==> src/rtl/id_stage_pipe_pkg.sv <==
// id_pkg: shared ALU-op, opcode and branch funct3 encodings plus the control bundle for id_stage_pipe.
// Rev 1.0
`default_nettype none

package id_pkg;

  localparam logic [3:0] ALU_AND  = 4'b0000;
  localparam logic [3:0] ALU_OR   = 4'b0001;
  localparam logic [3:0] ALU_ADD  = 4'b0010;
  localparam logic [3:0] ALU_SLL  = 4'b0011;
  localparam logic [3:0] ALU_SRL  = 4'b0100;
  localparam logic [3:0] ALU_SRA  = 4'b0101;
  localparam logic [3:0] ALU_SUB  = 4'b0110;
  localparam logic [3:0] ALU_SLT  = 4'b1000;
  localparam logic [3:0] ALU_XOR  = 4'b1001;
  localparam logic [3:0] ALU_SLTU = 4'b1100;

  localparam logic [6:0] OP_R      = 7'b0110011;
  localparam logic [6:0] OP_I      = 7'b0010011;
  localparam logic [6:0] OP_LOAD   = 7'b0000011;
  localparam logic [6:0] OP_STORE  = 7'b0100011;
  localparam logic [6:0] OP_BRANCH = 7'b1100011;

  localparam logic [2:0] F3_BEQ  = 3'b000;
  localparam logic [2:0] F3_BNE  = 3'b001;
  localparam logic [2:0] F3_BLT  = 3'b100;
  localparam logic [2:0] F3_BGE  = 3'b101;
  localparam logic [2:0] F3_BLTU = 3'b110;
  localparam logic [2:0] F3_BGEU = 3'b111;

  typedef struct packed {
    logic       regwrite;
    logic       memread;
    logic       memwrite;
    logic       memtoreg;
    logic       alu_src;
    logic [3:0] alu_op;
  } ctrl_t;

  // alt is instr[30]; it selects SUB only for register-register ops, SRA for both forms.
  function automatic logic [3:0] alu_op_decode(input logic [2:0] f3, input logic alt,
                                               input logic is_r);
    logic [3:0] op;
    case (f3)
      3'b000:  op = (is_r && alt) ? ALU_SUB : ALU_ADD;
      3'b001:  op = ALU_SLL;
      3'b010:  op = ALU_SLT;
      3'b011:  op = ALU_SLTU;
      3'b100:  op = ALU_XOR;
      3'b101:  op = alt ? ALU_SRA : ALU_SRL;
      3'b110:  op = ALU_OR;
      default: op = ALU_AND;
    endcase
    return op;
  endfunction

endpackage

`default_nettype wire

==> src/rtl/id_stage_pipe_branch_cmp.sv <==
// branch_cmp: combinational XLEN-wide conditional-branch comparator; undefined funct3 is never taken.
// Rev 1.0
`default_nettype none

module branch_cmp
  import id_pkg::*;
#(
  parameter int XLEN = 64
) (
  input  logic [XLEN-1:0] a,
  input  logic [XLEN-1:0] b,
  input  logic [2:0]      funct3,
  output logic            taken
);

  always_comb begin
    taken = 1'b0;
    case (funct3)
      F3_BEQ:  taken = (a == b);
      F3_BNE:  taken = (a != b);
      F3_BLT:  taken = ($signed(a) <  $signed(b));
      F3_BGE:  taken = ($signed(a) >= $signed(b));
      F3_BLTU: taken = (a <  b);
      F3_BGEU: taken = (a >= b);
      default: taken = 1'b0;
    endcase
  end

endmodule

`default_nettype wire

==> src/rtl/id_stage_pipe.sv <==
// id_stage_pipe: decode, ID-stage branch resolution, hazard detection and ID/EX register.
// Optional performance counters enabled by macro ID_PERF_CNT_EN. Rev 1.0
`default_nettype none

module id_stage_pipe
  import id_pkg::*;
#(
  parameter int XLEN   = 64,
  parameter int REG_AW = 5,
  parameter int CNT_W  = 32
) (
  input  logic              clk,
  input  logic              rst_n,
  input  logic              if_id_valid,
  input  logic [31:0]       if_id_instr,
  input  logic [XLEN-1:0]   if_id_pc,
  input  logic [XLEN-1:0]   rf_rs1_val,
  input  logic [XLEN-1:0]   rf_rs2_val,
  input  logic [REG_AW-1:0] ex_mem_rd,
  input  logic              ex_mem_regwrite,
  input  logic              ex_mem_memread,
  input  logic [XLEN-1:0]   ex_mem_result,
  input  logic [REG_AW-1:0] mem_wb_rd,
  input  logic              mem_wb_regwrite,
  input  logic [XLEN-1:0]   mem_wb_data,
  input  logic              ex_hold,
  output logic              stall,
  output logic              flush_if,
  output logic [XLEN-1:0]   branch_target,
  output logic              ex_valid,
  output logic              ex_regwrite,
  output logic              ex_memread,
  output logic              ex_memwrite,
  output logic              ex_memtoreg,
  output logic              ex_alu_src,
  output logic [3:0]        ex_alu_op,
  output logic [REG_AW-1:0] ex_rs1,
  output logic [REG_AW-1:0] ex_rs2,
  output logic [REG_AW-1:0] ex_rd,
  output logic [XLEN-1:0]   ex_imm,
  output logic [XLEN-1:0]   ex_rs1_val,
  output logic [XLEN-1:0]   ex_rs2_val,
  output logic [XLEN-1:0]   ex_pc,
  output logic [CNT_W-1:0]  stall_cycles,
  output logic [CNT_W-1:0]  flush_count
);

  typedef struct packed {
    logic              valid;
    ctrl_t             ctrl;
    logic [REG_AW-1:0] rs1;
    logic [REG_AW-1:0] rs2;
    logic [REG_AW-1:0] rd;
    logic [XLEN-1:0]   imm;
    logic [XLEN-1:0]   rs1_val;
    logic [XLEN-1:0]   rs2_val;
    logic [XLEN-1:0]   pc;
  } idex_t;

  logic [6:0]        opcode;
  logic [2:0]        funct3;
  logic [REG_AW-1:0] rs1_f, rs2_f, rd_f;
  logic [XLEN-1:0]   imm_i, imm_s, imm_b, shamt;

  assign opcode = if_id_instr[6:0];
  assign funct3 = if_id_instr[14:12];
  assign rs1_f  = REG_AW'(if_id_instr[19:15]);
  assign rs2_f  = REG_AW'(if_id_instr[24:20]);
  assign rd_f   = REG_AW'(if_id_instr[11:7]);
  assign imm_i  = {{(XLEN-12){if_id_instr[31]}}, if_id_instr[31:20]};
  assign imm_s  = {{(XLEN-12){if_id_instr[31]}}, if_id_instr[31:25], if_id_instr[11:7]};
  assign imm_b  = {{(XLEN-13){if_id_instr[31]}}, if_id_instr[31], if_id_instr[7],
                   if_id_instr[30:25], if_id_instr[11:8], 1'b0};
  // RV64 shift immediates carry a 6-bit shamt, RV32 only 5 bits.
  assign shamt  = (XLEN == 64) ? XLEN'(if_id_instr[25:20]) : XLEN'(if_id_instr[24:20]);

  ctrl_t           ctrl;
  logic [XLEN-1:0] imm;
  logic            uses_rs1, uses_rs2, writes_rd, is_branch;

  always_comb begin
    ctrl      = '0;
    imm       = '0;
    uses_rs1  = 1'b0;
    uses_rs2  = 1'b0;
    writes_rd = 1'b0;
    is_branch = 1'b0;
    case (opcode)
      OP_R: begin
        ctrl.regwrite = 1'b1;
        ctrl.alu_op   = alu_op_decode(funct3, if_id_instr[30], 1'b1);
        uses_rs1      = 1'b1;
        uses_rs2      = 1'b1;
        writes_rd     = 1'b1;
      end
      OP_I: begin
        ctrl.regwrite = 1'b1;
        ctrl.alu_src  = 1'b1;
        ctrl.alu_op   = alu_op_decode(funct3, if_id_instr[30], 1'b0);
        imm           = (funct3 == 3'b001 || funct3 == 3'b101) ? shamt : imm_i;
        uses_rs1      = 1'b1;
        writes_rd     = 1'b1;
      end
      OP_LOAD: begin
        ctrl.regwrite = 1'b1;
        ctrl.memread  = 1'b1;
        ctrl.memtoreg = 1'b1;
        ctrl.alu_src  = 1'b1;
        ctrl.alu_op   = ALU_ADD;
        imm           = imm_i;
        uses_rs1      = 1'b1;
        writes_rd     = 1'b1;
      end
      OP_STORE: begin
        ctrl.memwrite = 1'b1;
        ctrl.alu_src  = 1'b1;
        ctrl.alu_op   = ALU_ADD;
        imm           = imm_s;
        uses_rs1      = 1'b1;
        uses_rs2      = 1'b1;
      end
      OP_BRANCH: begin
        imm       = imm_b;
        uses_rs1  = 1'b1;
        uses_rs2  = 1'b1;
        is_branch = 1'b1;
      end
      default: ;
    endcase
  end

  logic rs1_ex_hit, rs2_ex_hit, rs1_mem_hit, rs2_mem_hit, hazard;

  assign rs1_ex_hit  = uses_rs1 && (rs1_f != '0) && (rs1_f == ex_rd);
  assign rs2_ex_hit  = uses_rs2 && (rs2_f != '0) && (rs2_f == ex_rd);
  assign rs1_mem_hit = (rs1_f != '0) && (rs1_f == ex_mem_rd);
  assign rs2_mem_hit = (rs2_f != '0) && (rs2_f == ex_mem_rd);

  // A branch on a load result waits out both the EX and the MEM stage of that load.
  assign hazard = if_id_valid &&
                  ((ex_memread && (rs1_ex_hit || rs2_ex_hit)) ||
                   (is_branch && ex_regwrite && (rs1_ex_hit || rs2_ex_hit)) ||
                   (is_branch && ex_mem_memread && (rs1_mem_hit || rs2_mem_hit)));

  logic [XLEN-1:0] cmp_a, cmp_b;
  logic            taken;

  always_comb begin
    cmp_a = rf_rs1_val;
    cmp_b = rf_rs2_val;
    if (ex_mem_regwrite && !ex_mem_memread && rs1_mem_hit)
      cmp_a = ex_mem_result;
    else if (mem_wb_regwrite && (rs1_f != '0) && (rs1_f == mem_wb_rd))
      cmp_a = mem_wb_data;
    if (ex_mem_regwrite && !ex_mem_memread && rs2_mem_hit)
      cmp_b = ex_mem_result;
    else if (mem_wb_regwrite && (rs2_f != '0) && (rs2_f == mem_wb_rd))
      cmp_b = mem_wb_data;
  end

  branch_cmp #(.XLEN(XLEN)) u_branch_cmp (
    .a      (cmp_a),
    .b      (cmp_b),
    .funct3 (funct3),
    .taken  (taken)
  );

  assign stall         = if_id_valid && (ex_hold || hazard);
  assign flush_if      = if_id_valid && is_branch && taken && !ex_hold && !hazard;
  assign branch_target = if_id_pc + imm_b;

  idex_t idex_q, idex_d;

  always_comb begin
    idex_d         = '0;
    idex_d.valid   = if_id_valid;
    idex_d.ctrl    = ctrl;
    idex_d.rs1     = uses_rs1 ? rs1_f : '0;
    idex_d.rs2     = uses_rs2 ? rs2_f : '0;
    idex_d.rd      = writes_rd ? rd_f : '0;
    idex_d.imm     = imm;
    idex_d.rs1_val = rf_rs1_val;
    idex_d.rs2_val = rf_rs2_val;
    idex_d.pc      = if_id_pc;
  end

  always_ff @(posedge clk) begin
    if (!rst_n)
      idex_q <= '0;
    else if (ex_hold)
      idex_q <= idex_q;
    else if (hazard)
      idex_q <= '0;
    else
      idex_q <= idex_d;
  end

  assign ex_valid    = idex_q.valid;
  assign ex_regwrite = idex_q.ctrl.regwrite;
  assign ex_memread  = idex_q.ctrl.memread;
  assign ex_memwrite = idex_q.ctrl.memwrite;
  assign ex_memtoreg = idex_q.ctrl.memtoreg;
  assign ex_alu_src  = idex_q.ctrl.alu_src;
  assign ex_alu_op   = idex_q.ctrl.alu_op;
  assign ex_rs1      = idex_q.rs1;
  assign ex_rs2      = idex_q.rs2;
  assign ex_rd       = idex_q.rd;
  assign ex_imm      = idex_q.imm;
  assign ex_rs1_val  = idex_q.rs1_val;
  assign ex_rs2_val  = idex_q.rs2_val;
  assign ex_pc       = idex_q.pc;

`ifdef ID_PERF_CNT_EN
  logic [CNT_W-1:0] stall_cnt_q, flush_cnt_q;

  // Only hazard stalls count; back-pressure stalls belong to the downstream stage.
  always_ff @(posedge clk) begin
    if (!rst_n) begin
      stall_cnt_q <= '0;
      flush_cnt_q <= '0;
    end else begin
      if (hazard && !ex_hold)
        stall_cnt_q <= stall_cnt_q + CNT_W'(1);
      if (flush_if)
        flush_cnt_q <= flush_cnt_q + CNT_W'(1);
    end
  end

  assign stall_cycles = stall_cnt_q;
  assign flush_count  = flush_cnt_q;
`else
  assign stall_cycles = '0;
  assign flush_count  = '0;
`endif

endmodule

`default_nettype wire

==> config.mk <==
export PLATFORM = sky130hd
export DESIGN_NAME = id_stage_pipe
export DESIGN_NICKNAME = d
export VERILOG_FILES = /design/src/rtl/id_stage_pipe_pkg.sv /design/src/rtl/id_stage_pipe_branch_cmp.sv /design/src/rtl/id_stage_pipe.sv
export SDC_FILE = /design/constraint.sdc
export NUM_CORES = 1
export LEC_CHECK = 0
export ABC_AREA = 1
export CAP_MARGIN = 20
export CELL_PAD_IN_SITES_DETAIL_PLACEMENT = 1
export CELL_PAD_IN_SITES_GLOBAL_PLACEMENT = 1
export CORE_AREA = 2 2 307 309
export DETAILED_ROUTE_END_ITERATION = 12
export DIE_AREA = 0 0 309 311
export PLACE_DENSITY = 0.68
export SLEW_MARGIN = 10
export SYNTH_ARGS = -nofsm -noshare
export SYNTH_HDL_FRONTEND = slang
export SYNTH_SLANG_ARGS = --single-unit
==> constraint.sdc <==
create_clock -name clk -period 4.3 [get_ports clk]
set_input_delay 0.86 -clock clk [delete_from_list [all_inputs] [get_ports clk]]
set_output_delay 0.86 -clock clk [all_outputs]
set_load 0.05 [all_outputs]
### Yosys cells after proc, flatten, opt, wreduce, memory -nomap -nowiden

Index checks and enable logic that the tools add are counted.

| storage, ports and cells | value |
|---|---|
| register bits after elaboration | 281 |
| input bits | 369 |
| output and inout bits | 411 |
| logic and storage cells | 103 |

| cells by class | value |
|---|---|
| $add $sub $neg | 1 |
| magnitude comparators | 4 |
| eq/ne operators | 20 |
| muxes and demuxes | 23 |
| reduce and logical (&&, ||, !) cells | 41 |

Operators by type and width:

| kind | number |
|---|---|
| 64-bit two-way mux | 5 |
| 281-bit two-way mux | 1 |
| 64-bit case mux with 4 select lines | 1 |
| 64-bit >= comparator | 2 |
| 64-bit less-than comparator | 2 |
| 64-bit adder | 1 |
| 64-bit equality test | 1 |
| 64-bit inequality test | 1 |
| 4-bit case mux with 7 select lines | 2 |
| 5-bit equality test | 6 |
| 1-bit logical AND | 24 |
| 5-bit two-way mux | 3 |
| 7-bit by 6-bit equality test with 1-bit output (second input constant) | 2 |
| 3-bit equality test (second input constant) | 4 |
| 4-bit case mux with 3 select lines | 1 |
| 5-bit nonzero test | 2 |
| 3-bit OR reduction | 3 |
| 1-bit two-way mux | 8 |
| 7-bit by 2-bit equality test with 1-bit output (second input constant) | 1 |
| 7-bit by 5-bit equality test with 1-bit output (second input constant) | 1 |
| 7-bit equality test (second input constant) | 1 |
| 3-bit by 2-bit equality test with 1-bit output (second input constant) | 2 |
| 1-bit logical OR | 6 |
| 1-bit case mux with 6 select lines | 1 |
| 6 further kinds | 8 |

### Logic depth before layout (Yosys ltp)

| depth | value |
|---|---|
| word-level depth | 12 |
| depth in mapped cells | 31 |
| depth with buffers taken out | 29 |

### Modules after synthesis

From an unflattened synthesis, not the netlist that was laid out.

| second synthesis, totals | value |
|---|---|
| cells, all modules | 3248 |
| area total of the unflattened synthesis | 19776.5 µm² |

Modules (own cells, without submodules):

| module | times used | cells an instance | area each (µm²) | seq. area each (µm²) |
|---|---|---|---|---|
| id_stage_pipe | 1 | 2941 | 17952.2 | 4584.4 |
| branch_cmp | 1 | 307 | 1824.2 | 0.0 |

### Worst setup path before layout

No wires, ideal clock.

| timing | value |
|---|---|
| path type | input port to output port |
| start | in if_id_instr[22] |
| end | out flush_if |
| data arrival time | 4.128 ns |
| data required time | 3.440 ns |
| slack | -0.688 ns |
| cell stages on the path | 24 |
| path buffers | 2 |
| cells stage by stage | buf_2 -> xor2_1 -> a221o_1 -> nor3_1 -> nand2_1 -> inv_1 -> buf_2 -> nand2_1 -> nand3_1 -> o21ai_0 -> ha_1 -> nand2_1 -> nor2_1 -> and2_1 -> nand3_1 -> nor2_1 -> nand3_1 -> nor2_1 -> a21oi_1 -> nand2_1 -> inv_1 -> nand3_1 -> nor2_1 -> nor2_1 |

| between the ends | value |
|---|---|
| word-level cells in the longest chain between the ends | 10 |
| elaborated cells on any way between the ends | 31 |
| classes of those cells | 4 x order compare; 5 x eq/ne; 3 x mux; 19 x reduce/logical |

RTL lines:

| element | RTL line | source |
|---|---|---|
| start, declared | id_stage_pipe.sv:15 | `input logic [31:0] if_id_instr,` |
| 5-bit nonzero test | id_stage_pipe.sv:135, id_stage_pipe.sv:137, id_stage_pipe.sv:157 |  |
| 1-bit logical AND (on tied branches) (2 in a row) | id_stage_pipe.sv:157, id_stage_pipe.sv:135 |  |
| 64-bit two-way mux or 1-bit logical OR (tied branches) | id_stage_pipe.sv:157, id_stage_pipe.sv:141, id_stage_pipe.sv:142 |  |
| 64-bit two-way mux (tied with other cells) | id_stage_pipe.sv:155 | `if (ex_mem_regwrite && !ex_mem_memread && rs2_mem_hit)` |
| 64-bit >= comparator (tied with other cells) | id_stage_pipe_branch_cmp.sv:24 | `F3_BGEU: taken = (a >= b);` |
| 1-bit case mux with 6 select lines or 1-bit logical OR (tied branches) | id_stage_pipe_branch_cmp.sv:18, id_stage_pipe.sv:142 |  |
| 1-bit logical AND (on tied branches) | id_stage_pipe.sv:169, id_stage_pipe.sv:140 |  |
| 1-bit logical AND or 1-bit zero test (tied branches) | id_stage_pipe.sv:169 | `assign flush_if = if_id_valid && is_branch && taken && !ex_hold && !hazard;` |
| 1-bit logical AND * | id_stage_pipe.sv:169 |  |
| end, declared | id_stage_pipe.sv:28 | `output logic flush_if,` |

Every way passes the cells marked *; elsewhere a longest branch is shown, timed or not.

### Worst setup path after layout

Same ends and word-level chain as after synthesis.

==> summary.txt <==
Run status
  – Status: finished with violations
  – Failing checks: negative setup slack

Floorplanning
  – Die ar.: 96100 µm²
  – I/O pins: 780
  – Starting Density: 19.5%
  – Die Ht: 311 µm
  – Row count: 112
  – Core box area: 92800 µm²
  – DIE WIDTH: 309 µm

Worst setup path
  – Worst-path maximum fanout: 6
  – Bufs and invs on worst path: 6
  – Worst Setup End Kind: primary output
  – Cell Chain, Critical Path: buf_8 > xor2_1 > a221o_1 > nor3_4 > nand2_8 > buf_12 > buf_16 > o211ai_1 > o21ai_1 > ha_1 > nand2_1 > nor2_2 > nand2_2 > nor4_4 > buf_4 > nand3_4 > a21oi_2 > nand2_1 > inv_2 > nand3_4 > nor2_4 > nor2_4 > buf_12
  – Critical path class: input pin to primary output
  – CP max stage delay: 0.31 ns
  – Worst path arrival time: 4.31 ns
  – Crit path max-delay family: simple AND/OR/NAND/NOR gates
  – Worst Path Required: 3.44 ns
  – Slowest library cell on the worst path: a221o_1
  – Critical Path Start Type: input pin

CTS
  – Htree depth: 1
  – Num CTS Buffers: 31
  – Clock Tree Buf Depth: 3
  – Reg clk slew, reported paths: 0.06 ns
  – Clock tree sinks: 229
  – Root buffer selected by CTS: clkbuf_16
  – Clock Latency Late Sink: 0.61 ns
  – CTS tree: yes

Routing
  – Vias per Instance: 4.62
  – DRT Pass-1 Iters: 5
  – Post-route ant nets: 0
  – Overall routed net length: 107 mm
  – DR DRC count: 0
  – First DRT Iteration DRCs: 1267
  – Vias: 23061
  – Wirelength per Cell: 21.4 µm

Cells and area
  – Share of layout cells above drive strength 1: 19.3%
  – Fill count: 11338
  – Finished Cell Area: 31800 µm²
  – Fin cells: 4995
  – Nets: 4198
  – Area grow syn2layout: 75.2%

Placed design
  – Post-Place Setup Slack: -1.62 ns
  – Post-DP Area: 28800 µm²
  – DP HPWL: 84.8 mm
  – Port buffer count: 715
  – Cell Count Post-Placement: 4885
  – GPL Wtd Cong: 0.937

Pwr
  – LEAKAGE: 13.3 nW
  – Max IR drop VDD: 0.000285 V
  – Total power: 0.00940 W
  – PD cells: 296 nW/µm²

Timing
  – Worst slew pin tran: 0.998 ns
  – Unrepaired setup endpoints after global routing: true
  – Final Max Tran Viols: 0
  – Final hold violations: 0
  – Setup TNS: -0.868 ns
  – Final worst setup slack: -0.868 ns
  – Final min period: 5.17 ns
  – Clk_skew: 0.0209 ns
  – Fmax: 194 MHz
  – Rel. slew slack: 33.0%
  – Final critical-path share of the clock period: 120%
  – Final setup vio count: 1

Synth
  – Synth async-reset ratio: 0%
  – Synthesized instance count: 2799
  – Number of synthesized flops with an enable pin: 0
  – Avg Cell Area, Syn: 6.47 µm²
  – Warnings from Yosys: 0
  – Sequential share of the synthesized area: 25.3%
  – Flop and latch count out of synthesis: 229
  – Top_reg_cell synth: dfxtp_1
  – Post-Syn Area: 18100 µm²
  – Synth unique cells: 48

Global route
  – Antenna violations before repair: 43
  – Largest net degree at the start of global routing: 143
  – Total gr overflow: 0
  – First-pass GRT wire length: 154 mm
  – Vias in the first global route: 23433
  – Tot GR Track Use: 21.1%

Hold path
  – Worst min-delay path category: register to register

Run
  – Max-cap check violation count: 0
where the power goes:
group	switching, W	internal [W]	total [W]
clock network	0.00115	0.00175	0.00290
logic	0.00244	0.00179	0.00422
registers	0.0000534	0.00222	0.00228
total	0.00364	0.00576	0.00940
layout by cell type, fill, tap and decap left out, types with 7 or more instances in the layout:
cell,count
nand3_2,8
nand4_1,37
a21oi_1,339
o21ai_2,9
dfxtp_1,229
inv_2,11
a21oi_4,9
o21ai_0,134
nor2_1,164
nor3_1,7
buf_4,323
nand3_1,273
diode_2,16
clkdlybuf4s50_1,603
o21ai_1,28
a21oi_2,32
nand2_2,24
xnor2_1,23
nand3_4,7
o21bai_1,10
o211ai_1,32
ha_4,35
clkbuf_16,31
xor2_2,8
inv_1,164
ha_1,86
dlygate4sd2_1,17
a31oi_1,38
conb_1,64
buf_2,11
buf_6,11
nand2_1,645
a21o_1,12
buf_12,92
nor2_2,26
xor2_1,48
dlymetal6s2s_1,14
o21a_1,10
cell usage after synthesis, types with 2 or more instances:
cell type | count | area, µm²
o21bai_1 | 13 | 97.6
o21a_1 | 10 | 75.1
buf_4 | 122 | 916
o21ai_0 | 170 | 851
inv_1 | 174 | 653
nor2_1 | 195 | 732
o2111ai_1 | 2 | 17.5
nor4_1 | 4 | 25.0
and3_1 | 3 | 18.8
nand4_1 | 37 | 231
xnor2_1 | 23 | 201
dfxtp_1 | 229 | 4580
o22ai_1 | 3 | 18.8
clkbuf_2 | 2 | 10.0
nor3_1 | 12 | 60.1
a21boi_0 | 8 | 60.1
xor2_1 | 57 | 499
clkbuf_1 | 108 | 405
a221oi_1 | 2 | 17.5
o211ai_1 | 32 | 240
a31oi_1 | 44 | 275
buf_2 | 15 | 75.1
a221o_1 | 2 | 20.0
a21o_1 | 12 | 90.1
nand3b_1 | 3 | 22.5
ha_1 | 126 | 1580
buf_1 | 4 | 15.0
nand2_2 | 4 | 25.0
inv_2 | 3 | 11.3
nand2_1 | 668 | 2510
nand3_1 | 288 | 1440
buf_6 | 25 | 282
a21oi_1 | 380 | 1900
a211oi_1 | 3 | 22.5
and2_1 | 3 | 18.8
layout make-up:
| class | count | area, µm² | share of cell area [%] |
|---|---|---|---|
| Sequential cell | 229 | 4580 | 14.4 |
| Clock buffer | 38 | 842 | 2.65 |
| Multi-Input combinational cell | 2179 | 12700 | 40.0 |
| Timing Repair Buffer | 1083 | 11100 | 34.9 |
| Inverter | 178 | 688 | 2.17 |
| Clock inverter | 18 | 265 | 0.835 |
| Antenna cell | 16 | 40.0 | 0.126 |
| Tap cell | 1254 | 1570 | 4.94 |
cells by family after synthesis:
group,share of synthesized area (%)
compound gates,20.5
xor+xnor,3.87
fa+ha+maj,8.81
buf+inv,13.1
flops,25.3
other cells,0.0207
simple gates,28.4
per-layer routing:
metal / GRT usage (%) / vias up / part of all wire, %
met5: 0 / - / 0.28
met4: 8.08 / 44 / 3.6
met3: 6.06 / 185 / 7.5
met2: 36.6 / 693 / 49
met1: 24.2 / 11025 / 40
li1: - / 11114 / -
registers in the layout, summed over array words and instances, names as in the netlist:
signal and count:
ex_rd 5, ex_pc 64, ex_rs1 5, ex_rs2 5
ex_imm 13, ex_alu_op 4, ex_regwrite 1, ex_memread 1
ex_alu_src 1, ex_rs1_val 64, ex_rs2_val 64, ex_valid 1
ex_memwrite 1
worst reg2reg max path: cells and delay by family (launching register included):
| kind | cells | cell delay (ns) |
|---|---|---|
| XOR/XNOR | 1 | 0.22 |
| AO/OA/AOI/OAI | 2 | 0.24 |
| buffers and inverters | 2 | 0.62 |
| AND/OR/NAND/NOR | 8 | 0.95 |
| flip-flops | 1 | 0.43 |
worst paths after layout:
check | start | to | slack (ns) | cells past startpoint
max reg2reg | ex_rd[2]$_SDFFE_PN0N_ | ex_pc[57]$_SDFFE_PN0N_ | 1.75 | 13
min | ex_rs2_val[34]$_SDFFE_PN0N_ | ex_rs2_val[34]$_SDFFE_PN0N_ | 0.46 | 2
max | if_id_instr[22] | flush_if | -0.87 | 23
min reg2reg | ex_rs2_val[34]$_SDFFE_PN0N_ | ex_rs2_val[34]$_SDFFE_PN0N_ | 0.46 | 2
stage by stage:
step | hold WS, ns | utilization (%)
finish | 0.463 | 34.2
global route | 0.479 | 34.2
detailed placement | 0.455 | 31.1
global placement | 0.447 | 31.1
CTS | 0.464 | 33.4
floorplan | 0.675 | -
repair_timing:
| action | 4_1_cts | 5_1_grt |
|---|---|---|
| cloned | 6 | 0 |
| pin swaps | 61 | 46 |
| hold buffers | 0 | 0 |
| endpoints found under the setup margin | 50 | 40 |
| setup buffers | 25 | 7 |
| endpoints found under the hold margin | 0 | 0 |
| gates resized for setup | 223 | 165 |
No activity file was read; power rests on OpenSTA's default activity.
